===== src/rtl/alu_pkg.sv =====
// Shared opcode encodings, FSM state type and flag helpers for the pipelined ALU.
package alu_pkg;

   localparam logic [2:0] OP_ADD = 3'd0;
   localparam logic [2:0] OP_SUB = 3'd1;
   localparam logic [2:0] OP_AND = 3'd2;
   localparam logic [2:0] OP_OR  = 3'd3;
   localparam logic [2:0] OP_XOR = 3'd4;
   localparam logic [2:0] OP_SHR = 3'd5;
   localparam logic [2:0] OP_SHL = 3'd6;
   localparam logic [2:0] OP_MUL = 3'd7;

   typedef enum logic {
      IDLE = 1'b0,
      MUL  = 1'b1
   } state_t;

   // Two's-complement overflow from the operand and result sign bits; for a
   // subtraction the B sign is inverted because a-b is a+(~b)+1.
   function automatic logic signedOverflow(input logic aMsb,
                                           input logic bMsb,
                                           input logic sMsb,
                                           input logic isSub);
      logic bEff;
      bEff = isSub ? ~bMsb : bMsb;
      return (aMsb == bEff) && (sMsb != aMsb);
   endfunction

endpackage


===== src/rtl/alu_mul_iter.sv =====
// Iterative shift-add unsigned multiplier: one WIDTH+1-bit add per clock,
// WIDTH clocks per product. done_o flags the edge that performs the last step,
// and product_o presents the accumulator value that step produces.
module alu_mul_iter
   import alu_pkg::*;
#(
   parameter int WIDTH = 4,
   parameter int CNT_W = $clog2(WIDTH + 1)
) (
   input  logic                 clk,
   input  logic                 rst_n,
   input  logic                 start_i,
   input  logic [WIDTH-1:0]     a_i,
   input  logic [WIDTH-1:0]     b_i,
   output logic                 done_o,
   output logic [2*WIDTH-1:0]   product_o
);

   logic [WIDTH-1:0]   multiplicand_q;
   logic [WIDTH-1:0]   multiplier_q;
   logic [2*WIDTH-1:0] acc_q;
   logic [2*WIDTH-1:0] acc_d;
   logic [CNT_W-1:0]   count_q;
   logic [WIDTH:0]     partialSum;

   // One shift-add step: add the multiplicand into the upper half when the
   // current multiplier bit is set, then shift the whole accumulator right.
   always_comb begin
      partialSum = {1'b0, acc_q[2*WIDTH-1:WIDTH]}
                 + (multiplier_q[0] ? {1'b0, multiplicand_q} : {(WIDTH+1){1'b0}});
      acc_d      = {partialSum, acc_q[WIDTH-1:1]};
   end

   // Load operands on start, otherwise step while iterations remain.
   always_ff @(posedge clk or negedge rst_n) begin
      if (!rst_n) begin
         multiplicand_q <= '0;
         multiplier_q   <= '0;
         acc_q          <= '0;
         count_q        <= '0;
      end else if (start_i) begin
         multiplicand_q <= a_i;
         multiplier_q   <= b_i;
         acc_q          <= '0;
         count_q        <= CNT_W'(WIDTH);
      end else if (count_q != '0) begin
         acc_q          <= acc_d;
         multiplier_q   <= multiplier_q >> 1;
         count_q        <= count_q - 1'b1;
      end
   end

   assign done_o    = (count_q == CNT_W'(1));
   assign product_o = acc_d;

endmodule


===== src/rtl/alu_pipe_hs.sv =====
// Registered ALU with valid/ready handshakes on both sides. Single-cycle ops
// give one result per clock; MUL is handed to the iterative multiplier and the
// input side is held off until its product lands in the output registers.
module alu_pipe_hs
   import alu_pkg::*;
#(
   parameter int WIDTH = 4,
   parameter int CNT_W = $clog2(WIDTH + 1)
) (
   input  logic             clk,
   input  logic             rst_n,
   input  logic             in_valid,
   output logic             in_ready,
   input  logic [WIDTH-1:0] a,
   input  logic [WIDTH-1:0] b,
   input  logic [2:0]       sel,
   output logic             out_valid,
   input  logic             out_ready,
   output logic [WIDTH-1:0] s,
   output logic [WIDTH-1:0] s_hi,
   output logic             co,
   output logic             zf,
   output logic             ovf,
   output logic             busy
);

   state_t             state_q;
   logic               outValid_q;
   logic [WIDTH-1:0]   s_q;
   logic [WIDTH-1:0]   sHi_q;
   logic               co_q;
   logic               zf_q;
   logic               ovf_q;
   logic               busy_q;

   logic [WIDTH:0]     addFull;
   logic [WIDTH:0]     subFull;
   logic [WIDTH-1:0]   opS;
   logic               opCo;
   logic               opZf;
   logic               opOvf;
   logic               opIsMul;
   logic               opKnown;

   logic               accept;
   logic               mulStart;
   logic               mulDone;
   logic [2*WIDTH-1:0] mulProduct;

   // Input handshake: only idle, and only when the output slot is free or
   // being emptied on this same edge.
   always_comb begin
      in_ready = (state_q == IDLE) && (!outValid_q || out_ready);
      accept   = in_valid && in_ready;
      mulStart = accept && opIsMul;
   end

   // Single-cycle datapath; an undecodable opcode yields zero result and flags.
   always_comb begin
      addFull = {1'b0, a} + {1'b0, b};
      subFull = {1'b0, a} - {1'b0, b};
      opS     = '0;
      opCo    = 1'b0;
      opOvf   = 1'b0;
      opIsMul = 1'b0;
      opKnown = 1'b0;
      case (sel)
         OP_ADD: begin
            opS     = addFull[WIDTH-1:0];
            opCo    = addFull[WIDTH];
            opOvf   = signedOverflow(a[WIDTH-1], b[WIDTH-1], addFull[WIDTH-1], 1'b0);
            opKnown = 1'b1;
         end
         OP_SUB: begin
            opS     = subFull[WIDTH-1:0];
            opCo    = subFull[WIDTH];
            opOvf   = signedOverflow(a[WIDTH-1], b[WIDTH-1], subFull[WIDTH-1], 1'b1);
            opKnown = 1'b1;
         end
         OP_AND: begin
            opS     = a & b;
            opKnown = 1'b1;
         end
         OP_OR: begin
            opS     = a | b;
            opKnown = 1'b1;
         end
         OP_XOR: begin
            opS     = a ^ b;
            opKnown = 1'b1;
         end
         OP_SHR: begin
            opS     = a >> 1;
            opCo    = a[0];
            opKnown = 1'b1;
         end
         OP_SHL: begin
            opS     = a << 1;
            opCo    = a[WIDTH-1];
            opKnown = 1'b1;
         end
         OP_MUL: begin
            opIsMul = 1'b1;
         end
         default: begin
            opKnown = 1'b0;
         end
      endcase
      opZf = opKnown && (opS == '0);
   end

   alu_mul_iter #(
      .WIDTH (WIDTH),
      .CNT_W (CNT_W)
   ) u_mul (
      .clk       (clk),
      .rst_n     (rst_n),
      .start_i   (mulStart),
      .a_i       (a),
      .b_i       (b),
      .done_o    (mulDone),
      .product_o (mulProduct)
   );

   // Control FSM and output registers: single-cycle results land at the
   // accepting edge, multiply results at the multiplier's final step.
   always_ff @(posedge clk or negedge rst_n) begin
      if (!rst_n) begin
         state_q    <= IDLE;
         outValid_q <= 1'b0;
         s_q        <= '0;
         sHi_q      <= '0;
         co_q       <= 1'b0;
         zf_q       <= 1'b0;
         ovf_q      <= 1'b0;
         busy_q     <= 1'b0;
      end else begin
         case (state_q)
            IDLE: begin
               if (accept) begin
                  if (opIsMul) begin
                     state_q    <= MUL;
                     busy_q     <= 1'b1;
                     outValid_q <= 1'b0;
                  end else begin
                     outValid_q <= 1'b1;
                     s_q        <= opS;
                     sHi_q      <= '0;
                     co_q       <= opCo;
                     zf_q       <= opZf;
                     ovf_q      <= opOvf;
                  end
               end else if (out_ready) begin
                  outValid_q <= 1'b0;
               end
            end
            MUL: begin
               if (mulDone) begin
                  state_q    <= IDLE;
                  busy_q     <= 1'b0;
                  outValid_q <= 1'b1;
                  s_q        <= mulProduct[WIDTH-1:0];
                  sHi_q      <= mulProduct[2*WIDTH-1:WIDTH];
                  co_q       <= |mulProduct[2*WIDTH-1:WIDTH];
                  zf_q       <= (mulProduct == '0);
                  ovf_q      <= 1'b0;
               end
            end
         endcase
      end
   end

   assign out_valid = outValid_q;
   assign s         = s_q;
   assign s_hi      = sHi_q;
   assign co        = co_q;
   assign zf        = zf_q;
   assign ovf       = ovf_q;
   assign busy      = busy_q;

endmodule


===== config.mk =====
export PLATFORM = sky130hd
export DESIGN_NAME = alu_pipe_hs
export DESIGN_NICKNAME = d
export VERILOG_FILES = /design/src/rtl/alu_pkg.sv /design/src/rtl/alu_mul_iter.sv /design/src/rtl/alu_pipe_hs.sv
export SDC_FILE = /design/constraint.sdc
export NUM_CORES = 1
export LEC_CHECK = 0
export CAP_MARGIN = 20
export CORE_MARGIN = 8
export CORE_UTILIZATION = 48
export CTS_CLUSTER_DIAMETER = 60
export DETAILED_ROUTE_END_ITERATION = 10
export PLACE_DENSITY = 0.71
export SLEW_MARGIN = 10
export SYNTH_ARGS = -nofsm -noshare
export SYNTH_HDL_FRONTEND = slang
export SYNTH_SLANG_ARGS = --single-unit

===== constraint.sdc =====
create_clock -name clk -period 6.55 [get_ports clk]
set_clock_uncertainty 0.15 [all_clocks]
set_input_delay 0.655 -clock clk [delete_from_list [all_inputs] [get_ports clk]]
set_output_delay 0.655 -clock clk [all_outputs]
set_load 0.02 [all_outputs]

; Word-level counts from Yosys, hierarchy flattened
; Index checks and enable logic that the tools add are counted.
; W data, S select, Z words.
[word_totals]
in_bits = 15
out_inout_bits = 14
ff_bits = 33
elab_cells = 100
[op_classes]
eq_ne = 17
mux = 44
n_addsub = 4
n_bitwise = 5
reduce_logical = 18
[op_table]
columns = operator, count
row1 = $mux W4, 9
row2 = $pmux W4 S7, 1
row3 = $mux W1, 20
row4 = $mux W8, 2
row5 = $pmux W4 S2, 2
row6 = $pmux W1 S2, 7
row7 = $eq A3 B3 Y1 const B, 4
row8 = $logic_not A8 Y1, 1
row9 = $reduce_or A7 Y1, 1
row10 = $eq A3 B1 Y1 const B, 2
row11 = $eq A3 B2 Y1 const B, 2
row12 = $logic_and A1 B1 Y1, 6
row13 = $mux W3, 2
row14 = $ne A2 B2 Y1 const B, 3
row15 = $reduce_and A3 Y1, 2
row16 = $add A4 B4 Y5, 1
row17 = $add A4 B5 Y5, 1
row18 = $sub A4 B4 Y5, 1
row19 = $and A4 B4 Y4, 1
row20 = $logic_not A4 Y1, 1
row21 = $or A4 B4 Y4, 1
row22 = $pmux W1 S4, 1
row23 = $reduce_or A4 Y1, 1
row24 = $xor A4 B4 Y4, 1
row25 = 12 further kinds, 15

; Longest topological paths before layout
; Gate-level depths: netlist of the first run.
[logic_depth]
ltp_word = 7
mapped_depth = 10
depth_no_buf = 10

; By module
; A second synthesis of the first run with hierarchy kept.
[hier_totals]
cells_unflattened = 258
area_unflattened_um2 = 2442.3
[modules_own_cells]
columns = mod, seq_area_each_um2, cells_per_inst, instances, area_each_um2
row1 = alu_pipe_hs, 350.3, 160, 1, 1430.1
row2 = alu_mul_iter, 450.4, 98, 1, 1012.2

; Least setup slack after synthesis of the first run
; Ideal clock, no wire load.
[synth_timing]
path_type = input to register
start = input a[0]
end = register zf_q, in the netlist zf
n_path_buf = 0
slack_ns = 4.072
path_stages = 9
arrival_ns = 2.242
required_ns = 6.314
setup_ns = 0.086
cell_sequence = inv_1 -> ha_1 -> inv_1 -> fa_1 -> o21ai_2 -> o22ai_1 -> a2111oi_4 -> nand4_1 -> o221ai_2
[synth_via]
elab_chain_cells = 7
[synth_lines]
columns = item, line
row1 = start: declaration, alu_pipe_hs.sv:14  ; input logic [WIDTH-1:0] a,
row2 = "$sub A4 B4 Y5, or another cell as far along", alu_pipe_hs.sv:61  ; subFull = {1'b0, a} - {1'b0, b};
row3 = $pmux W4 S7 (*), alu_pipe_hs.sv:67  ; case (sel)
row4 = $logic_not A4 Y1 (*), alu_pipe_hs.sv:109  ; opZf = opKnown && (opS == '0);
row5 = $logic_and A1 B1 Y1 (*), alu_pipe_hs.sv:109
row6 = $mux W1 (*), alu_pipe_hs.sv:141  ; if (opIsMul) begin
row7 = $mux W1 (*), alu_pipe_hs.sv:140  ; if (accept) begin
row8 = $pmux W1 S2 (*), alu_pipe_hs.sv:138  ; case (state_q)
row9 = end signal: assignment, alu_pipe_hs.sv:150  ; zf_q <= opZf;
row10 = end signal: assignment, alu_pipe_hs.sv:165  ; zf_q <= (mulProduct == '0);
row11 = end: declaration, alu_pipe_hs.sv:32  ; logic zf_q;
; Mark *: on every way between the ends. The rest lies on a longest branch, timed or not. The select of a mux whose other input is x is not followed.
; A chain may end at the register's enable or synchronous reset.

; Worst setup path after layout of the first run
; Ends and elaborated chain as after synthesis.

==> impl_metrics.tcl, run 1 <==
set metrics [dict create \
    drive_above_1_share_pct 9.02 \
    antenna_left 0 \
    timing.final.ws_setup_ns 3.47 \
    cts-root-buf "clkbuf_8" \
    drt_iter0_drc 61 \
    cts_sinks 32 \
    cts_setup_buffers 0 \
    core_um2 4410 \
    grt_pass1_wl_um 8700 \
    post-route-drc-count 0 \
    finalWirelength_um 4910 \
    critPathRequiredTime_ns 6.60 \
    diodes 0 \
    avgSynthCellArea_um2 9.24 \
    synth_area_um2 2220 \
    power_mw 0.908 \
    synthCells 240 \
    syn2layout_area_growth_pct 17.7 \
    synth.largest_area_cell "dfrtp_1" \
    setup_viol 0 \
    period_share_pct 47.0 \
    seq_area_frac_synth_pct 36.1 \
    area.sequential_um2 801 \
    io_buffers 28 \
    fillers 404 \
    ys_ff_latch 32 \
    tightest_slew_ns 0.909 \
    worstSetupEndpoint "zf$_DFFE_PN0P_" \
    dieArea_um2 7050 \
    viasPerCell 5.48 \
    power_switching_mw 0.347 \
    multi_input_area_um2 1270 \
    grt_max_degree 33 \
    worst-r2r-cell-count 10 \
    die_w_um 84.0 \
    globalplace.congestion 0.880 \
    layout.nets 302 \
    rows 24 \
    end_kind "register" \
    die_h_um 84.0 \
    reg2reg_to "zf$_DFFE_PN0P_" \
    post_synth_num_cell_types 51 \
    max_freq_mhz 325 \
    setup-tns-final_ns 0 \
    r2r_start "u_mul.multiplier_q[0]$_DFFE_PN0P_" \
    grt_usage_pct 14.8 \
    status "complete, no violations" \
    startpoint_type "input pin" \
    clockBufferDepth 2 \
    placed_area_um2 2500 \
    numCtsBuffers 5 \
    synth_top_area_share_pct 36.1 \
    final_max_slew_viol_count 0 \
    dr.pass1.iters 4 \
    leakage_nw 1.23 \
    maxSlewHeadroom_pct 39.3 \
    cts_hold_buf 0 \
    seq_power_share_pct 35.5 \
    place_hpwl_um 3860 \
    wire_per_inst_um 15.4 \
    cts_resized 0 \
    synthTopCellsByArea "dfrtp_1 (36%), ha_1 (11%), nand2_1 (5.8%)" \
    rsz0062_at_grt "false" \
    ios 29 \
    p_int_mw 0.562 \
    synth_edf_count 0 \
    grt-ovfl-total 0 \
    finalHoldViolations 0 \
    power.density_nw_per_um2 348 \
    switching_share_pct 38.2 \
    yosys_warnings 0 \
    clk_pin_slew_ns 0.07 \
    post-route-util_pct 59.2 \
    combPwrFrac_pct 44.0 \
    grt_pass1_vias 1786 \
    max_cap_violations 0 \
    tritoncts "built" \
    syn_nets 277 \
    finalCriticalPeriod_ns 3.08 \
    reg2reg_slack_ns 3.98 \
    final_area_um2 2610 \
    initial_core_util_pct 50.3 \
    crit_type "input pin to register" \
    grt_antenna_before_repair 0 \
    hold_path.class "register to register" \
    htreeDepth 2 \
    hold_depth 2 \
    clock_latency_ns 0.28 \
    synth_ff_type "dfrtp_1" \
    dp_slack_ns 3.18 \
    clock_power_share_pct 20.5 \
    ys_async_sr_fraction_pct 100 \
    worst_ep_arrival_time_ns 3.13 \
    vias 1743 \
    ir_worst_vdd_uv 133 \
    crit_start "a[0]" \
    crit_fanout 5 \
]
-- sequential cells by signal (all words and copies together), names as in the netlist --
signal,cells
u_mul.acc_q,7
s,4
s_hi,4
u_mul.multiplicand_q,4
u_mul.multiplier_q,4
u_mul.count_q,3
busy,1
co,1
out_valid,1
ovf,1
state_q,1
zf,1
-- worst max-delay path, cell delays in order --
cell and delay, ns:
clkdlybuf4s50_1 0.60, inv_1 0.11, ha_1 0.23, inv_1 0.07
fa_1 0.44, o21ai_2 0.16, o22ai_1 0.13, a2111oi_4 0.38
nand4_1 0.17, o221ai_2 0.18
-- cell usage after synthesis, types with 2 or more instances --
cell type   n
nand2_1    34
dfrtp_1    32
ha_1       19
inv_1      18
nor2_1     17
o21ai_1    10
a21oi_1     9
mux2i_1     8
a21o_1      6
o21ai_0     6
xnor2_1     6
nand2b_1    5
a211oi_1    4
clkbuf_1    4
a21oi_2     3
a22o_1      3
and2_1      3
buf_2       3
buf_6       3
fa_1        3
mux2_1      3
nand3_1     3
nor2_2      3
nor3_1      3
a211o_1     2
a22oi_1     2
a31oi_1     2
nor4_1      2
o31ai_1     2
-- logic make-up (layout without fill, tap and decap cells) --
family	Yosys count	after routing	share of synthesized area (%)
xor+xnor	7	7	2.76
simple gates	78	78	16.2
fa+ha+maj	22	22	13.4
mux	13	13	6.32
buf+inv	30	56	6.43
flops	32	32	36.1
compound gates	58	58	18.8
-- final cells by class --
cell class	instances	share of cell area, %
well taps	52	2.49
multi-input cells	178	48.8
clock buffers	5	2.64
clock inverters	3	1.63
repair buffers	29	11.0
flip-flops and latches	32	30.7
inverters	19	2.73
-- layout by cell type, fill, tap and decap left out, drive strengths merged, types with 2 or more instances in the layout --
| cell | instances |
|---|---|
| nand2 | 35 |
| dfrtp | 32 |
| clkdlybuf4s50 | 28 |
| nor2 | 20 |
| ha | 19 |
| inv | 19 |
| o21ai | 17 |
| a21oi | 12 |
| mux2i | 8 |
| a21o | 6 |
| xnor2 | 6 |
| nand2b | 5 |
| clkbuf | 5 |
| mux2 | 5 |
| a211oi | 4 |
| nor3 | 4 |
| and2 | 3 |
| nand3 | 3 |
| a22o | 3 |
| fa | 3 |
| o31ai | 3 |
| a211o | 2 |
| a22oi | 2 |
| a31oi | 2 |
| nor4 | 2 |
| o221ai | 2 |
-- metrics by stage --
| stage | hold slack (ns) | instances |
|---|---|---|
| after floorplan | 0.209 | 240 |
| after global placement | 0.311 | 310 |
| after detailed placement | 0.320 | 310 |
| after CTS | 0.337 | 318 |
| after global routing | 0.355 | 318 |
| final | 0.330 | 318 |
-- metal layers --
metal	global-route usage (%)	wire length, um	vias to the layer above
met1	19.6	2410	828
met3	4.10	226	6
met4	5.18	46	0
met5	0	0	-
met2	22.5	2220	36
li1	-	-	873
-- worst min-delay path by stage --
stage                                          endpoint                                 from
global route                           busy$_DFFE_PN0P_                     busy$_DFFE_PN0P_
global placement    u_mul.multiplicand_q[0]$_DFFE_PN0P_  u_mul.multiplicand_q[0]$_DFFE_PN0P_
CTS                 u_mul.multiplicand_q[2]$_DFFE_PN0P_  u_mul.multiplicand_q[2]$_DFFE_PN0P_
floorplan                              busy$_DFFE_PN0P_                                rst_n
detailed placement                     busy$_DFFE_PN0P_                     busy$_DFFE_PN0P_
finish                              s_hi[3]$_DFFE_PN0P_                  s_hi[3]$_DFFE_PN0P_
-- power by group through the flow --
stage,logic [mW],registers (mW),clock network [mW]
5_1_grt,0.442,0.333,0.200
2_1_floorplan,0.243,0.347,0
3_5_place_dp,0.402,0.326,0
6_report,0.400,0.322,0.186
3_3_place_gp,0.396,0.323,0
4_1_cts,0.403,0.323,0.192
(Power assumes the default switching activity.)
==> run 2, diff against run 1 <==
Clock period 6.55 ns to 3.2 ns, I/O delays scaled along.
==> run 2 against run 1 <==
Against the previous run: clock power rose by 130%; combinational power rose by 110%; sequential share of layout area fell by 0.60 points; power rose by 110%; wire length rose by 7.2%; first-iteration DRC count rose by 6.6%; register-to-register slack got worse by 3.3 ns; setup slack got worse by 2.9 ns; count of clock-buffer cells in the layout rose by 2; global-route usage rose by 0.65 points; die area did not move; final area rose by 2.0%; critical endpoint unchanged; largest cell class unchanged; largest power group unchanged; highest routed layer unchanged.
==> impl_metrics.tcl, run 2 (synthesis gave the netlist of run 1 again) <==
set metrics [dict create \
    fillers 396 \
    vias 1809 \
    cts_resized 0 \
    area.sequential_um2 801 \
    power.density_nw_per_um2 723 \
    die_w_um 84.0 \
    maxSlewHeadroom_pct 43.3 \
    layout.nets 307 \
    io_buffers 28 \
    syn2layout_area_growth_pct 20.1 \
    tritoncts "built" \
    clock_latency_ns 0.29 \
    dr.pass1.iters 4 \
    antenna_left 0 \
    period_share_pct 81.7 \
    diodes 0 \
    numCtsBuffers 5 \
    post-route-util_pct 60.3 \
    die_h_um 84.0 \
    final_max_slew_viol_count 0 \
    crit_type "input pin to register" \
    cts_hold_buf 0 \
    clk_pin_slew_ns 0.07 \
    status "complete, no violations" \
    grt_pass1_wl_um 8950 \
    mostFrequentLayoutCells "nand2_1 (34), dfrtp_1 (32), clkdlybuf4s50_1 (28), ha_1 (19), inv_1 (18)" \
    grt_antenna_before_repair 0 \
    tightest_slew_ns 0.849 \
    rsz0062_at_grt "false" \
    cts_sinks 32 \
    htreeDepth 2 \
    placed_area_um2 2540 \
    post-route-drc-count 0 \
    globalplace.congestion 0.874 \
    final_area_um2 2660 \
    reg2reg_slack_ns 0.71 \
    max_cap_violations 0 \
    leakage_nw 1.26 \
    grt-ovfl-total 0 \
    crit_fanout 5 \
    worst_ep_arrival_time_ns 2.68 \
    largest_reg_flops 7 \
    grt_max_degree 33 \
    end_kind "register" \
    startpoint_type "input pin" \
    drive_above_1_share_pct 10.7 \
    multi_input_area_um2 1270 \
    finalHoldViolations 0 \
    wire_per_inst_um 16.3 \
    finalCriticalPeriod_ns 2.62 \
    ir_worst_vdd_uv 230 \
    final_common_cell "nand2_1" \
    initial_core_util_pct 50.3 \
    core_um2 4410 \
    max_flop_register "u_mul.acc_q" \
    ios 29 \
    drt_iter0_drc 65 \
    dieArea_um2 7050 \
    max_freq_mhz 382 \
    cts-root-buf "clkbuf_8" \
    viasPerCell 5.60 \
    setup_viol 0 \
    rows 24 \
    critPathRequiredTime_ns 3.26 \
    hold_path.class "input pin to asynchronous set/reset pin" \
    cts_setup_buffers 0 \
    clockBufferDepth 2 \
    grt_pass1_vias 1843 \
    place_hpwl_um 3980 \
    finalWirelength_um 5270 \
    setup-tns-final_ns 0 \
    worst-r2r-cell-count 10 \
    grt_usage_pct 15.5 \
]
run 2: cell count changes in the layout (fill, tap and decap cells not counted):
cell        delta
clkinv_2       -1
buf_4          +5
clkinvlp_4     -1
clkbuf_8       +2
run 2: final timing paths:
path | from | end
max | a[0] | zf$_DFFE_PN0P_
min | rst_n | s[0]$_DFFE_PN0P_
max reg2reg | u_mul.multiplier_q[0]$_DFFE_PN0P_ | zf$_DFFE_PN0P_
min reg2reg | busy$_DFFE_PN0P_ | busy$_DFFE_PN0P_
max in group asynchronous | rst_n | u_mul.multiplier_q[0]$_DFFE_PN0P_
min in group clk | busy$_DFFE_PN0P_ | busy$_DFFE_PN0P_
run 2: layout make-up:
class | count | area share [%]
Multi-Input combinational cell | 178 | 47.9
Inverter | 19 | 2.68
Tap cell | 52 | 2.44
Clock inverter | 1 | 1.13
Timing Repair Buffer | 34 | 12.2
Clock buffer | 7 | 3.62
Sequential cell | 32 | 30.1
run 2: layer usage:
metal	global-route usage [%]	share of wire, %	vias up
met4	5.02	1.7	0
met5	0	0	-
met1	19.1	45	859
met3	5.37	6.6	10
met2	24.4	47	57
li1	-	-	883
run 2: critical path, stage by stage:
cell and delay [ns]:
clkdlybuf4s50_1 0.56, inv_1 0.09, ha_1 0.22, inv_1 0.08, fa_1 0.42, o21ai_2 0.14
o22ai_1 0.12, a2111oi_4 0.40, nand4_1 0.15, o221ai_2 0.17
run 2: report_power, final:
| group | leakage [nW] | internal, mW | switching (mW) |
|---|---|---|---|
| clock | 0.0645 | 0.275 | 0.158 |
| sequential | 0.413 | 0.553 | 0.109 |
| combinational | 0.787 | 0.370 | 0.461 |
run 2: stage by stage:
step / setup slack (ns) / hold WS (ns) / total power, mW / std cells
6_report: 0.585 / 0.295 / 1.93 / 323
2_1_floorplan: 1.06 / -0.126 / 1.21 / 240
4_1_cts: 0.606 / 0.310 / 1.94 / 323
5_1_grt: 0.446 / 0.346 / 2.06 / 323
3_3_place_gp: 0.374 / 0.318 / 1.48 / 315
3_5_place_dp: 0.313 / 0.317 / 1.50 / 315
